--- config.mk ---
export PLATFORM = sky130hd
export DESIGN_NAME = instr_fetch
export DESIGN_NICKNAME = d
export VERILOG_FILES = /design/src/rtl/instr_fetch_pkg.sv /design/src/rtl/instr_fetch.sv
export SDC_FILE = /design/constraint.sdc
export NUM_CORES = 1
export LEC_CHECK = 0
export CAP_MARGIN = 20
export CORE_MARGIN = 2
export CORE_UTILIZATION = 42
export CTS_CLUSTER_SIZE = 25
export DETAILED_ROUTE_END_ITERATION = 8
export HOLD_SLACK_MARGIN = 0.08
export PLACE_DENSITY = 0.93
export SYNTH_ARGS = -nofsm -noshare
export SYNTH_HDL_FRONTEND = slang
export SYNTH_SLANG_ARGS = --single-unit
--- constraint.sdc ---
create_clock -name clk -period 2.94 [get_ports clk]
set_input_delay 0.588 -clock clk [delete_from_list [all_inputs] [get_ports clk]]
set_output_delay 0.588 -clock clk [all_outputs]
set_load 0.03 [all_outputs]
--- src/rtl/instr_fetch_pkg.sv ---
// Shared state encoding, constants and helpers for the instruction fetch sequencer.
package instr_fetch_pkg;

   typedef enum logic [1:0] {
      S_ISSUE,
      S_FETCH,
      S_DRAIN,
      S_HOLD
   } fetch_state_t;

   localparam int          WORD_BYTES = 4;
   localparam int          ALIGN_BITS = $clog2(WORD_BYTES);
   localparam logic [31:0] INSTR_NOP  = 32'h0;

   function automatic logic isWordAligned(input logic [ALIGN_BITS-1:0] lowBits);
      return lowBits == '0;
   endfunction

endpackage

--- src/rtl/instr_fetch.sv ---
// Instruction fetch sequencer: PC -> memory req/ack -> decode valid/ready, with redirect.
// Optional build macro INSTR_FETCH_ALIGN_CHECK_EN adds a sticky fetchFault on misaligned PCs.
module instr_fetch
   import instr_fetch_pkg::*;
#(
   parameter int ADDR_W = 32,
   parameter int DATA_W = 32
) (
   input  logic              clk,
   input  logic              rst,
   input  logic [ADDR_W-1:0] pcAddress,
   output logic              count,
   output logic              shouldUseNewPC,
   output logic [ADDR_W-1:0] newPC,
   output logic [ADDR_W-1:0] memAddress,
   output logic              memRequest,
   input  logic              memAck,
   input  logic [DATA_W-1:0] memReadData,
   output logic [DATA_W-1:0] instruction,
   output logic [ADDR_W-1:0] instructionPC,
   output logic              instructionValid,
   input  logic              instructionReady,
`ifdef INSTR_FETCH_ALIGN_CHECK_EN
   output logic              fetchFault,
`endif
   input  logic              redirect,
   input  logic [ADDR_W-1:0] redirectPC
);

   fetch_state_t state, nextState;
   logic         issueOk;
   logic         issueLatch;
   logic         fetchAccept;
   logic         holdRelease;

`ifdef INSTR_FETCH_ALIGN_CHECK_EN
   assign issueOk = isWordAligned(pcAddress[ALIGN_BITS-1:0]);

   // Sticky until the next redirect, which is the only way software can move the PC.
   always_ff @(posedge clk or negedge rst) begin
      if (!rst)
         fetchFault <= 1'b0;
      else if (redirect)
         fetchFault <= 1'b0;
      else if (state == S_ISSUE && !issueOk)
         fetchFault <= 1'b1;
   end
`else
   assign issueOk = 1'b1;
`endif

   assign shouldUseNewPC = redirect;
   assign newPC          = redirectPC;
   // A redirect coinciding with an ack still yields a single pulse; the PC takes newPC.
   assign count          = redirect | (state == S_FETCH && memAck);

   always_ff @(posedge clk or negedge rst) begin
      if (!rst)
         state <= S_ISSUE;
      else
         state <= nextState;
   end

   always_comb begin
      // NOTE: every output of this block gets a default first, so no path can infer a latch.
      nextState   = state;
      memRequest  = 1'b0;
      issueLatch  = 1'b0;
      fetchAccept = 1'b0;
      holdRelease = 1'b0;
      unique case (state)
         S_ISSUE: begin
            if (!redirect && issueOk) begin
               issueLatch = 1'b1;
               nextState  = S_FETCH;
            end
         end
         S_FETCH: begin
            memRequest = 1'b1;
            if (memAck) begin
               fetchAccept = !redirect;
               nextState   = redirect ? S_ISSUE : S_HOLD;
            end else if (redirect) begin
               nextState = S_DRAIN;
            end
         end
         S_DRAIN: begin
            // The request cannot be withdrawn, so wait out the ack and discard the data.
            memRequest = 1'b1;
            if (memAck)
               nextState = S_ISSUE;
         end
         S_HOLD: begin
            if (instructionReady || redirect) begin
               holdRelease = 1'b1;
               nextState   = S_ISSUE;
            end
         end
         default: nextState = S_ISSUE;
      endcase
   end

   always_ff @(posedge clk or negedge rst) begin
      if (!rst) begin
         memAddress       <= '0;
         instruction      <= DATA_W'(INSTR_NOP);
         instructionPC    <= '0;
         instructionValid <= 1'b0;
      end else begin
         if (issueLatch)
            memAddress <= pcAddress;
         if (fetchAccept) begin
            instruction      <= memReadData;
            instructionPC    <= memAddress;
            instructionValid <= 1'b1;
         end else if (holdRelease) begin
            instructionValid <= 1'b0;
         end
      end
   end

endmodule

==> results.md <==
- Status: finished clean
- Startpoint types: primary input
- Distinct cells, synth: 19
- Initial Util: 0.435
- CTS root buf: clkbuf_8
- Final worst-path cycle share: 0.908
- WL met3: about 670 um
- Initial antenna violation count: 0
- Routed wire per std cell: 17.2 um
- Mapped Cells: approximately 260
- Number of global-route vias before repair: ~2,900
- Top Ports: 233
- Max-Cap Viols: 0
- DRT iter0 DRCs: 60
- Power Total: 0.00784 W
- GP Congestion: 0.750
- Worst Clk Skew: 0.00837 ns
- CTS tree: built
- Area of the multi-input gates: 1430 sq um
- DRC: 0
- CTS Hold Bufs: 0
- Placeable Area: 9820 sq um
- Die footprint: 11,000 sq um
- First-pass GRT wire length: 14,800 um
- Worst-Skew Late Latency: approximately 0.35 ns
- Post-Syn Area: between 4000 and 5000 sq um
- Worst VDD drop: 0.593 mV
- Die width: 105 um
- All-Layer GR Usage: 0.172
- DR top layer: met4
- DP HPWL: 6760 um
- Slew @ Worst Pin: 0.666 ns
- Die Height: about 100 um
- Share of layout cells above drive strength 1: 0.278
- Register area share after synthesis: 0.581
- Post-Route WL: ~9300 um
- Synth-to-Final Area Change: 42.9%
- GRT Residual Overflow: 0
- Total CTS buffers: 9
- DRT met1 WL: 3720 um
- Critical path peak fanout: 7
- Final Setup Violations: 0
- Port Buffers: 168
- DR WL met2: 4750 um
- Min cycle time layout: 2.67 ns
- FILL cells: 780
- Nets: ~500
- Highest clock rate: 0.375 GHz
- CP Capture Type: output port
- WP data arrival: 2.08 ns
- H-tree depth: 3
- Unrepaired setup endpoints after global routing: no
- TNS Setup: 0 ns
- Lkg Pwr: 2.74 nW
- Setup WS post-layout: 0.270 ns
- Post-CTS Setup Bufs: 0
- Reg area: 2480 sq um
- Clock sinks: 99
- Final hold vios: 0
- Worst slack at placement: 0.268 ns
- Vias per cell: roughly 4.8
- CP required: 2.35 ns
- First-pass DRT Iterations: 4
- Rel. slew slack: 0.556
- Clock-pin slew on the worst setup and hold paths: 0.09 ns
- Via count: 2,570
- Max-slew violation count: 0
- Post-CTS sizing: 0
- Hold Path Class: primary input to asynchronous set/reset pin
- Synth Net Count: 369
- Clk buf depth: 2
- Largest net degree at the start of global routing: 53
- Core Rows: 36
- Synth Warn #: 0
- # diodes: 0
- Seq cells post-synth: approximately 100
- Syn avg cell area: approximately 16 sq um
- Pwr dens: 1290 nW/um^2
- Critical path class: primary input to output port
- ANT nets after route: 0
[layer usage]
| metal | up-vias | track usage |
|---|---|---|
| met5 | - | 0 |
| met2 | 102 | 0.289 |
| met1 | 1300 | 0.207 |
| met4 | 0 | 0.0619 |
| li1 | 1141 | - |
| met3 | 27 | 0.0543 |
[per-stage QoR]
stage	area, sq um	util	hold WS [ns]	std cells
6_report	6100	0.621	0.258	540
5_1_grt	6100	0.621	0.293	540
4_1_cts	6100	0.621	0.272	540
3_5_place_dp	5850	0.596	0.484	524
3_3_place_gp	5850	0.596	0.469	524
2_1_floorplan	4270	-	0.292	263
[placed cells by master, fill, tap and decap left out]
cell,n
clkdlybuf4s50_1,167
dfrtp_1,99
mux2_4,49
mux2_2,40
clkbuf_8,10
mux2_1,7
nand2_1,6
ha_1,5
buf_12,4
bufinv_16,3
inv_1,2
o21ai_0,2
mux2i_1,2
clkinv_4,2
inv_2,1
nor2b_4,1
nand3_4,1
a31oi_1,1
a21oi_1,1
nor2_1,1
a22oi_1,1
clkinv_2,1
buf_4,1
[synth_stat cells]
library cell,count,share of area
a31oi_1,1,0.0015
a21oi_1,1,0.0012
nor2b_1,1,0.0015
buf_2,2,0.0023
buf_6,9,0.024
mux2_4,49,0.17
o21ai_0,2,0.0023
nor2_1,1,0.00088
ha_1,5,0.015
nand3_2,1,0.0023
dfrtp_1,99,0.58
inv_1,2,0.0018
buf_4,33,0.058
inv_2,1,0.00088
mux2i_1,2,0.0047
mux2_2,40,0.11
mux2_1,7,0.018
a22oi_1,1,0.0018
nand2_1,6,0.0053
[flip-flops by register name, summed over array words and instances (netlist names)]
register and count:
memAddress 32, instruction 32, state 2, instructionPC 32
instructionValid 1
[path summary, 6_finish.rpt]
kind                                                   start  slack [ns]  cells after the start                            end
worst max-delay path                                redirect        0.27                      4                          count
worst min-delay path                                     rst        0.26                      1     instruction[8]$_DFFE_PN0P_
worst max register to register          state[1]$_DFFE_PN0P_        1.05                      5  instructionPC[21]$_DFFE_PN0P_
worst min register to register  instructionValid$_DFFE_PN0P_        0.50                      2   instructionValid$_DFFE_PN0P_
max in group asynchronous                                rst        1.97                      2  instructionPC[15]$_DFFE_PN0P_
min in group clk                instructionValid$_DFFE_PN0P_        0.50                      2   instructionValid$_DFFE_PN0P_
[area by class of cell]
cell class              instances  area share
inverters                       3     0.00185
well taps                     133      0.0273
clock inverters                 6      0.0185
clock buffers                  10      0.0226
multi-input cells             117       0.235
repair buffers                172       0.288
flip-flops and latches         99       0.406
[kinds of logic (layout without fill, tap and decap cells)]
family / count (synthesis) / after routing / synth area share
flip-flops: 99 / 99 / 0.581
multiplexers: 98 / 98 / 0.301
buffers and inverters: 47 / 191 / 0.0868
AND/OR/NAND/NOR: 9 / 9 / 0.00997
adder cells (fa/ha/maj): 5 / 5 / 0.0147
AO/OA/AOI/OAI: 5 / 5 / 0.00675
[critical path, cell delays in order]
cell and delay (ns):
clkdlybuf4s50_1 0.65, inv_2 0.11, nand2_1 0.07, clkdlybuf4s50_1 0.66
[power by group]
group	switching [W]	leakage, nW	internal (W)
combinational	0.00217	1.44	0.00212
sequential	0.000440	1.18	0.00206
clock	0.000459	0.126	0.000590
No activity file was read; power rests on OpenSTA's default activity.
